$ cat config.mk
export PLATFORM = sky130hd
export DESIGN_NAME = spi_reg_slave_flat
export DESIGN_NICKNAME = d
export VERILOG_FILES = /design/src/rtl/comm_pkg.sv /design/src/rtl/spi_reg_slave_if.sv /design/src/rtl/spi_reg_slave_sync_edge.sv /design/src/rtl/spi_reg_slave.sv /design/src/flat_wrapper.sv
export SDC_FILE = /design/constraint.sdc
export NUM_CORES = 1
export LEC_CHECK = 0
export BUFFER_PORTS_ARGS = -buffer_cell sky130_fd_sc_hd__clkbuf_2
export CORE_ASPECT_RATIO = 1.4
export CORE_UTILIZATION = 45
export CTS_CLUSTER_DIAMETER = 80
export CTS_CLUSTER_SIZE = 30
export DETAILED_ROUTE_END_ITERATION = 8
export PLACE_DENSITY = 0.64
export SLEW_MARGIN = 20
export SYNTH_ARGS = -nofsm -noshare
export SYNTH_HDL_FRONTEND = slang
export SYNTH_SLANG_ARGS = --single-unit
$ cat constraint.sdc
create_clock -name clk_i -period 2.2 [get_ports clk_i]
set_input_delay 0 -clock clk_i [delete_from_list [all_inputs] [get_ports clk_i]]
set_output_delay 0 -clock clk_i [all_outputs]
set_load 0.05 [all_outputs]
$ cat src/rtl/comm_pkg.sv
// Shared SPI definitions: mode encodings, slave FSM states and a constant clog2.
package comm_pkg;

  typedef enum logic [1:0] {
    SPI_MODE0 = 2'd0,  // CPOL=0 CPHA=0
    SPI_MODE1 = 2'd1,  // CPOL=0 CPHA=1
    SPI_MODE2 = 2'd2,  // CPOL=1 CPHA=0
    SPI_MODE3 = 2'd3   // CPOL=1 CPHA=1
  } spi_mode_e;

  typedef enum logic [1:0] {
    WAIT_IDLE = 2'd0,
    IDLE      = 2'd1,
    SHIFT     = 2'd2
  } spi_state_e;

  function automatic int clog2(input int v);
    int r;
    r = 0;
    for (int x = v - 1; x > 0; x = x >> 1) r++;
    return r;
  endfunction

  // Sample on rising SCK when CPOL==CPHA, falling otherwise.
  function automatic logic sample_on_rise(input spi_mode_e m);
    return (m == SPI_MODE0) || (m == SPI_MODE3);
  endfunction

endpackage

$ cat src/rtl/spi_reg_slave_if.sv
// SPI pins plus parallel register side of the SPI register slave.
interface spi_reg_slave_if #(parameter int DATA_W = 16);
  logic              nss_i;
  logic              sck_i;
  logic              sdi_i;
  logic              sdo_o;
  logic [DATA_W-1:0] data_i;
  logic [DATA_W-1:0] data_o;
  logic              upd_o;
  logic              err_o;
  logic              busy_o;

  modport slave  (input  nss_i, sck_i, sdi_i, data_i,
                  output sdo_o, data_o, upd_o, err_o, busy_o);
  modport master (output nss_i, sck_i, sdi_i, data_i,
                  input  sdo_o, data_o, upd_o, err_o, busy_o);
endinterface

$ cat src/rtl/spi_reg_slave_sync_edge.sv
// Multi-flop synchroniser with edge detection on the synchronised level.
module sync_edge #(
  parameter int DEPTH   = 2,
  parameter bit RST_VAL = 1'b0
) (
  input  logic clk_i,
  input  logic rst_i,
  input  logic d,
  output logic level,
  output logic rise,
  output logic fall
);
  logic [DEPTH-1:0] sync_q;
  logic             prev_q;

  always_ff @(posedge clk_i or posedge rst_i) begin
    if (rst_i) begin
      sync_q <= {DEPTH{RST_VAL}};
      prev_q <= RST_VAL;
    end else begin
      sync_q <= {sync_q[DEPTH-2:0], d};
      prev_q <= sync_q[DEPTH-1];
    end
  end

  assign level = sync_q[DEPTH-1];
  assign rise  = level & ~prev_q;
  assign fall  = ~level & prev_q;
endmodule

$ cat src/rtl/spi_reg_slave.sv
// SPI register slave: shifts a status word out while capturing a control word;
// only frames of exactly DATA_W bits update data_o.
module spi_reg_slave
  import comm_pkg::*;
#(
  parameter int DATA_W      = 16,
  parameter int CPOL        = 0,
  parameter int CPHA        = 0,
  parameter int SYNC_STAGES = 2
) (
  input logic             clk_i,
  input logic             rst_i,
  spi_reg_slave_if.slave  bus
);
  localparam int             CNT_W       = clog2(DATA_W + 2);
  localparam logic [CNT_W-1:0] CNT_FULL  = CNT_W'(DATA_W);
  localparam logic [CNT_W-1:0] CNT_MAX   = CNT_W'(DATA_W + 1);
  localparam logic [CNT_W-1:0] FLUSH     = CNT_W'(SYNC_STAGES);
  localparam spi_mode_e      MODE        = spi_mode_e'(2'(CPOL * 2 + CPHA));
  localparam bit             SAMPLE_RISE = sample_on_rise(MODE);

  logic nss_lvl, nss_rise, nss_fall;
  logic sck_lvl, sck_rise, sck_fall;
  logic [SYNC_STAGES-1:0] sdi_sync;
  logic sdi_s, sample_edge, shift_edge;

  spi_state_e        state;
  logic [CNT_W-1:0]  cnt;
  logic [DATA_W-1:0] tx, rx;
  logic              fin_ok, fin_bad;

  sync_edge #(.DEPTH(SYNC_STAGES), .RST_VAL(1'b1)) u_nss (
    .clk_i(clk_i), .rst_i(rst_i), .d(bus.nss_i),
    .level(nss_lvl), .rise(nss_rise), .fall(nss_fall));

  sync_edge #(.DEPTH(SYNC_STAGES), .RST_VAL(CPOL != 0)) u_sck (
    .clk_i(clk_i), .rst_i(rst_i), .d(bus.sck_i),
    .level(sck_lvl), .rise(sck_rise), .fall(sck_fall));

  always_ff @(posedge clk_i or posedge rst_i) begin
    if (rst_i) sdi_sync <= '0;
    else       sdi_sync <= {sdi_sync[SYNC_STAGES-2:0], bus.sdi_i};
  end

  assign sdi_s       = sdi_sync[SYNC_STAGES-1];
  assign sample_edge = SAMPLE_RISE ? sck_rise : sck_fall;
  assign shift_edge  = SAMPLE_RISE ? sck_fall : sck_rise;

  always_ff @(posedge clk_i or posedge rst_i) begin
    if (rst_i) begin
      state      <= WAIT_IDLE;
      cnt        <= '0;
      tx         <= '0;
      rx         <= '0;
      fin_ok     <= 1'b0;
      fin_bad    <= 1'b0;
      bus.data_o <= '0;
      bus.sdo_o  <= 1'b0;
      bus.upd_o  <= 1'b0;
      bus.err_o  <= 1'b0;
      bus.busy_o <= 1'b0;
    end else begin
      bus.upd_o <= fin_ok;
      bus.err_o <= fin_bad;
      fin_ok    <= 1'b0;
      fin_bad   <= 1'b0;
      if (fin_ok) bus.data_o <= rx;

      case (state)
        // NSS must be seen high for a full synchroniser flush, so the reset
        // value of the chain cannot fake an idle bus mid-frame.
        WAIT_IDLE: begin
          bus.sdo_o  <= 1'b0;
          bus.busy_o <= 1'b0;
          if (!nss_lvl)          cnt <= '0;
          else if (cnt == FLUSH) begin
            cnt   <= '0;
            state <= IDLE;
          end else               cnt <= cnt + CNT_W'(1);
        end
        IDLE: begin
          bus.sdo_o <= 1'b0;
          if (nss_fall) begin
            state      <= SHIFT;
            bus.busy_o <= 1'b1;
            cnt        <= '0;
            if (CPHA != 0) begin
              tx        <= bus.data_i;
              bus.sdo_o <= 1'b0;
            end else begin
              tx        <= {bus.data_i[DATA_W-2:0], 1'b0};
              bus.sdo_o <= bus.data_i[DATA_W-1];
            end
          end
        end
        SHIFT: begin
          if (nss_rise) begin
            state      <= IDLE;
            bus.busy_o <= 1'b0;
            bus.sdo_o  <= 1'b0;
            fin_ok     <= (cnt == CNT_FULL);
            fin_bad    <= (cnt != CNT_FULL);
          end else begin
            if (sample_edge) begin
              rx <= {rx[DATA_W-2:0], sdi_s};
              if (cnt != CNT_MAX) cnt <= cnt + CNT_W'(1);
            end
            if (shift_edge) begin
              bus.sdo_o <= tx[DATA_W-1];
              tx        <= {tx[DATA_W-2:0], 1'b0};
            end
          end
        end
        default: state <= WAIT_IDLE;
      endcase
    end
  end
endmodule

$ cat src/flat_wrapper.sv
// flat-port wrapper written by rule: the top's interface ports become plain ports
module spi_reg_slave_flat import comm_pkg::*;
#(
  parameter int DATA_W      = 16,
  parameter int CPOL        = 0,
  parameter int CPHA        = 0,
  parameter int SYNC_STAGES = 2
)
  (clk_i, rst_i, bus_nss_i, bus_sck_i, bus_sdi_i, bus_data_i, bus_sdo_o, bus_data_o, bus_upd_o, bus_err_o, bus_busy_o);
  spi_reg_slave_if #(.DATA_W(DATA_W)) bus_i ();
  input logic clk_i;
  input logic rst_i;
  input wire logic [$bits(bus_i.nss_i)-1:0] bus_nss_i;
  input wire logic [$bits(bus_i.sck_i)-1:0] bus_sck_i;
  input wire logic [$bits(bus_i.sdi_i)-1:0] bus_sdi_i;
  input wire logic [$bits(bus_i.data_i)-1:0] bus_data_i;
  output wire logic [$bits(bus_i.sdo_o)-1:0] bus_sdo_o;
  output wire logic [$bits(bus_i.data_o)-1:0] bus_data_o;
  output wire logic [$bits(bus_i.upd_o)-1:0] bus_upd_o;
  output wire logic [$bits(bus_i.err_o)-1:0] bus_err_o;
  output wire logic [$bits(bus_i.busy_o)-1:0] bus_busy_o;
  assign bus_i.nss_i = bus_nss_i;
  assign bus_i.sck_i = bus_sck_i;
  assign bus_i.sdi_i = bus_sdi_i;
  assign bus_i.data_i = bus_data_i;
  assign bus_sdo_o = bus_i.sdo_o;
  assign bus_data_o = bus_i.data_o;
  assign bus_upd_o = bus_i.upd_o;
  assign bus_err_o = bus_i.err_o;
  assign bus_busy_o = bus_i.busy_o;
  spi_reg_slave #(.DATA_W(DATA_W), .CPOL(CPOL), .CPHA(CPHA), .SYNC_STAGES(SYNC_STAGES)) u_core (.clk_i(clk_i), .rst_i(rst_i), .bus(bus_i));
endmodule
==> impl_metrics.csv, run 1 <==
group,metric,value,unit
run_status,status,"finished with violations",
run_status,violations,"DRC",
route,viasPerCell,5.099,
clock_network,clk_latency,0.35,ns
clock_network,cts_root_buf,"clkbuf_8",
finish,seqCellArea,1705,µm²
synth,synth_seq_cells,68,
synth,syn_inst,208,
sta,slew_headroom,53.39,%
route,drtIter0Drc,92,
placed_design,place_area,3304,µm²
sta,rsz0062_at_grt,"no",
sta,holdWs,0.04692,ns
placed_design,hpwl,3336,µm
power,p_clk_share,28.6,%
die,die_h,98.98,µm
sta,fin_skew,0.009050,ns
clock_network,htreeDepth,3,
finish,multiInputGateArea,1230,µm²
power,p_leak,1.834,nW
finish,layout-drive-gt1-share,43.17,%
synth,synth_warnings,0,
finish,fin_nets,302,
power,p_switching,1.224,mW
finish,syn2layout_area_growth,22.64,%
synth,synth_cell_types,41,
critical_path,critPathArrivalTime,2.21,ns
finish,insertedDiodeCount,0,
clock_network,cts_buffer_depth,2,
die,core_area,6525,µm²
synth,synth_edf_count,0,
finish,final_cell_mix,"dfrtp_1, clkbuf_2, mux2_2",
die,rows,35,
power,p_comb_share,31.0,%
clock_network,cts_made_buffers,9,
die,io_pins,41,
critical_path,slowest_delay,0.41,ns
sta,period_share,89.57,%
route,wirelength,4999,µm
synth,syn_area_per_cell,14.53,µm²
global_route,grt_pass1_vias,1829,
global_route,grt_usage,16.53,%
critical_path,worstPathMaxFanout,16,
die,die_x,71.27,µm
power,power.density,1066,nW/µm²
sta,tightestPinTransition,0.6992,ns
critical_path,cp_cell_sequence,"inv_1, ha_1, nor2b_4, nand3b_4, mux2_1",
sta,fmax,0.5075,GHz
route,routedWlPerCell,14.20,µm
global_route,grt_pass1_wl,8735,µm
sta,finalMaxSlewViolations,0,
sta,hold_viol_final,0,
sta,tns,0,ns
critical_path,slowest_stage,"dfrtp_1",
global_route,grt_start_max_net_pins,39,
sta,min_period,1.971,ns
finish,fillCellCount,554,
global_route,grt-ovfl-total,0,
clock_network,cts_resized,0,
synth,yosysSeqAreaShare,56.42,%
critical_path,cp.required,2.44,ns
synth,synth_area,3023,µm²
critical_path,end_kind,"flip-flop",
synth,synthesis.nets,237,
power,p_total,3.951,mW
power,p_int,2.727,mW
clock_network,clkSlewWorstSetupHoldPaths,0.08,ns
route,drc,3,
power,pwr-share-seq,40.4,%
flow_run,drv_cap,0,
die,start_util,46.33,%
clock_network,clock-sinks,68,
placed_design,port-buffer-count,40,
critical_path,cp-start-kind,"flip-flop",
power,ir_drop,0.5765,mV
route,first_pass_iters,8,
global_route,antenna_found_initial,0,
finish,fin_area,3707,µm²
synth,ys.flop_type,"dfrtp_1",
die,die_area,7054,µm²
route,ant_nets,0,
finish,layout_commonest_cell,"dfrtp_1",
worst_hold_path,hold_class,"input port to flip-flop",
sta,setup_viol,0,
synth,synthArstFlopShare,100.0,%
clock_network,cts_tree,"built",
route,routed-via-count,1795,
critical_path,critPathKind,"flip-flop to flip-flop",
placed_design,place.gp.congestion,0.7760,
power,switching_share,30.98,%
cell families after synthesis:
| kind of cell | synth area share [%] |
|---|---|
| adder cells (fa/ha/maj) | 3.311 |
| multiplexers | 24.92 |
| buffers and inverters | 2.897 |
| AO/OA/AOI/OAI | 5.091 |
| flip-flops | 56.42 |
| AND/OR/NAND/NOR | 7.368 |
sequential cells by signal (all words and copies together), names as in the netlist, 2 cells and up:
name	count
u_core.rx	16
u_core.sdi_sync	2
u_core.u_nss.sync_q	2
u_core.u_sck.sync_q	2
u_core.cnt	5
u_core.state	2
u_core.tx	15
u_core.bus.data_o	16
worst max-delay path: cells and delay by family (launching register included):
kind / cells / cell delay (ns)
adders and majority gates: 1 / 0.39
muxes: 1 / 0.39
and+or+nand+nor: 2 / 0.58
buffers and inverters: 1 / 0.09
DFF: 1 / 0.41
worst paths after layout:
path,to,slack [ns],start,cells past startpoint
setup / recovery,u_core.rx[15],0.23,u_core.state[0],5
max in group asynchronous,u_core.tx[15],1.28,rst_i,4
hold reg to reg,u_core.u_sck.sync_q[1],0.35,u_core.u_sck.sync_q[0],0
hold / removal,u_core.tx[1],0.05,bus_data_i[0],3
setup reg to reg,u_core.rx[15],0.23,u_core.state[0],5
min in group asynchronous,u_core.bus.data_o[8],0.29,rst_i,3
stage by stage:
step                std cells  util [%]  setup slack, ns
detailed placement        318     50.64           0.2166
global route              352     56.82          0.06811
finish                    352     56.82           0.2295
floorplan                 208         -           0.4935
global placement          318     50.64           0.2794
CTS                       351     56.66           0.2178
power by group through the flow:
stage / registers [mW] / logic [mW] / clock network, mW
floorplan: 1.63 / 0.987 / 0
global placement: 1.62 / 1.19 / 0
detailed placement: 1.62 / 1.22 / 0
CTS: 1.60 / 1.25 / 1.18
global route: 1.63 / 1.35 / 1.23
finish: 1.60 / 1.22 / 1.13
per-layer routing:
layer	vias up	routed length [µm]	global-route usage (%)
met4	0	122	9.231
met2	33	2464	25.79
met1	891	2240	20.04
met5	-	0	0
met3	9	172	5.419
li1	862	-	-
Yosys cell counts, types with 2 or more instances:
master	n	area share, %
nor2_1	2	0.25
mux2_4	10	5.0
nor3b_1	2	0.50
dfrtp_1	65	54
nand3_1	3	0.50
a221oi_1	3	0.87
o2bb2ai_1	3	0.87
mux2i_1	4	1.3
nand2_1	10	1.2
dfstp_2	3	2.6
mux2_1	11	4.1
nand2b_1	4	0.83
inv_1	11	1.4
buf_6	2	0.74
ha_1	8	3.3
mux2_2	39	15
buf_2	4	0.66
what timing repair did:
action                                 in CTS  in global routing
hold buffers                               17                  1
buffers inserted                            0                  0
endpoints found under the hold margin      43                  1
final cells by class:
cell class,count,share of cell area [%]
clock buffer,9,3.341
tap,74,2.497
inverter,11,1.114
timing repair buffer,61,11.20
clock inverter,7,2.666
sequential,68,46.00
multi-input combinational,122,33.18
(Power assumes the default switching activity.)
==> run 2, diff against run 1 <==
--- a/config.mk
+++ b/config.mk
@@ -12,7 +12,8 @@
 export CTS_CLUSTER_SIZE = 30
 export DETAILED_ROUTE_END_ITERATION = 8
 export PLACE_DENSITY = 0.64
-export SLEW_MARGIN = 20
+export RECOVER_POWER = 25
+export SLEW_MARGIN = 30
 export SYNTH_ARGS = -nofsm -noshare
 export SYNTH_HDL_FRONTEND = slang
 export SYNTH_SLANG_ARGS = --single-unit
==> run 2 against run 1 <==
- the run still ends with DRC left
- fmax about the same
- global-route usage is the same
- non-clock buffer count unchanged
- sequential cell count unchanged
- clock skew barely moved
- combinational power barely moved
- critical path depth is the same
- clock power hardly changed
- largest cell class unchanged
==> impl_metrics.csv, run 2 (same netlist as run 1, synthesis figures left out) <==
group,metric,value,unit
sta,tns,0,ns
global_route,grt_usage,16.53,%
clock_network,cts_buffer_depth,2,
clock_network,cts_root_buf,"clkbuf_8",
clock_network,cts_made_buffers,9,
route,ant_nets,0,
critical_path,cp.required,2.44,ns
die,start_util,46.33,%
finish,syn2layout_area_growth,22.64,%
placed_design,port-buffer-count,40,
route,routed-via-count,1795,
critical_path,worstPathMaxFanout,16,
die,io_pins,41,
clock_network,cts_resized,0,
critical_path,cp-start-kind,"flip-flop",
finish,insertedDiodeCount,0,
run_status,status,"finished with violations",
power,p_total,3.949,mW
clock_network,post_cts_buffers,0,
route,wirelength,4998,µm
finish,final_cell_mix,"dfrtp_1, clkbuf_2, mux2_2",
critical_path,end_kind,"flip-flop",
sta,setup_viol,0,
sta,tightestPinTransition,1.193,ns
sta,hold_viol_final,0,
clock_network,hold_buffers,17,
power,p_leak,1.835,nW
power,power.density,1065,nW/µm²
run_status,violations,"DRC",
die,core_area,6525,µm²
die,die_x,71.27,µm
finish,fin_nets,302,
critical_path,slowest_delay,0.41,ns
die,die_h,98.98,µm
global_route,grt_pass1_vias,1829,
die,die_area,7054,µm²
sta,period_share,89.54,%
clock_network,clkSlewWorstSetupHoldPaths,0.08,ns
route,routedWlPerCell,14.20,µm
finish,reg_top3,"u_core.bus.data_o: 16 flops, u_core.rx: 16 flops, u_core.tx: 15 flops",
die,rows,35,
clock_network,clk_latency,0.35,ns
clock_network,clock-sinks,68,
global_route,antenna_found_initial,0,
placed_design,hpwl,3336,µm
finish,layout-drive-gt1-share,42.45,%
route,first_pass_iters,8,
route,viasPerCell,5.099,
global_route,grt_start_max_net_pins,39,
critical_path,cp_cell_sequence,"inv_1, ha_1, nor2b_4, nand3b_4, mux2_1",
critical_path,slowest_stage,"dfrtp_1",
sta,slew_headroom,20.37,%
global_route,grt-ovfl-total,0,
clock_network,cts_tree,"built",
global_route,grt_pass1_wl,8735,µm
sta,rsz0062_at_grt,"no",
clock_network,htreeDepth,3,
route,drc,3,
sta,fmax,0.5077,GHz
critical_path,critPathKind,"flip-flop to flip-flop",
flow_run,drv_cap,0,
route,drtIter0Drc,94,
sta,min_period,1.970,ns
critical_path,critPathArrivalTime,2.21,ns
worst_hold_path,hold_class,"input port to flip-flop",
sta,fin_skew,0.009045,ns
power,ir_drop,0.5765,mV
sta,finalMaxSlewViolations,0,
placed_design,place.gp.congestion,0.7760,
finish,layout_commonest_cell,"dfrtp_1",
==> run 2: changes by cell type in the layout (fill, tap and decap cells not counted) <==
cell,delta
dfstp_1,+1
inv_2,-1
inv_1,+1
dfstp_2,-1
==> run 2: worst paths after layout <==
kind,end,slack [ns],start,cells past startpoint
max,u_core.rx[15],0.23,u_core.state[0],5
min,u_core.tx[1],0.05,bus_data_i[0],3
max reg2reg,u_core.rx[15],0.23,u_core.state[0],5
min reg2reg,u_core.u_sck.sync_q[1],0.35,u_core.u_sck.sync_q[0],0
max in group asynchronous,u_core.tx[15],0.91,rst_i,4
min in group asynchronous,u_core.bus.data_o[8],0.51,rst_i,3
==> run 2: where the power goes <==
part	switching, mW	internal, mW
clock network	0.484	0.645
logic	0.617	0.607
registers	0.123	1.47
total	1.22	2.73
==> run 2: per-stage QoR <==
stage | utilization (%) | cells | hold slack, ns | setup slack (ns) | cell area (µm²)
5_1_grt | 56.82 | 352 | 0.03821 | 0.06814 | 3707
4_1_cts | 56.66 | 351 | 0.002822 | 0.2178 | 3697
3_5_place_dp | 50.64 | 318 | 0.09576 | 0.2166 | 3304
6_report | 56.82 | 352 | 0.04692 | 0.2302 | 3707
2_1_floorplan | - | 208 | 0.004478 | 0.4935 | 3023
3_3_place_gp | 50.64 | 318 | 0.09147 | 0.2794 | 3304
==> run 2: layer usage <==
| metal | vias to the layer above | share of wire (%) | track usage (%) |
|---|---|---|---|
| li1 | 862 | - | - |
| met1 | 891 | 45 | 20.04 |
| met2 | 33 | 49 | 25.79 |
| met3 | 9 | 3.4 | 5.419 |
| met4 | 0 | 2.4 | 9.231 |
| met5 | - | 0 | 0 |
==> run 2: layout make-up <==
| class | instances | area, µm² |
|---|---|---|
| sequential | 68 | 1705 |
| multi-input combinational | 122 | 1230 |
| clock inverter | 7 | 98.84 |
| inverter | 11 | 41.29 |
| timing repair buffer | 61 | 415.4 |
| clock buffer | 9 | 123.9 |
| tap | 74 | 92.59 |
| fill | 554 | 2818 |
==> run 2: critical path: cells and delay by family, from the launching register on <==
family	cells	cell delay [ns]
DFF	1	0.41
buffers and inverters	1	0.09
adders and majority gates	1	0.39
muxes	1	0.39
and+or+nand+nor	2	0.58
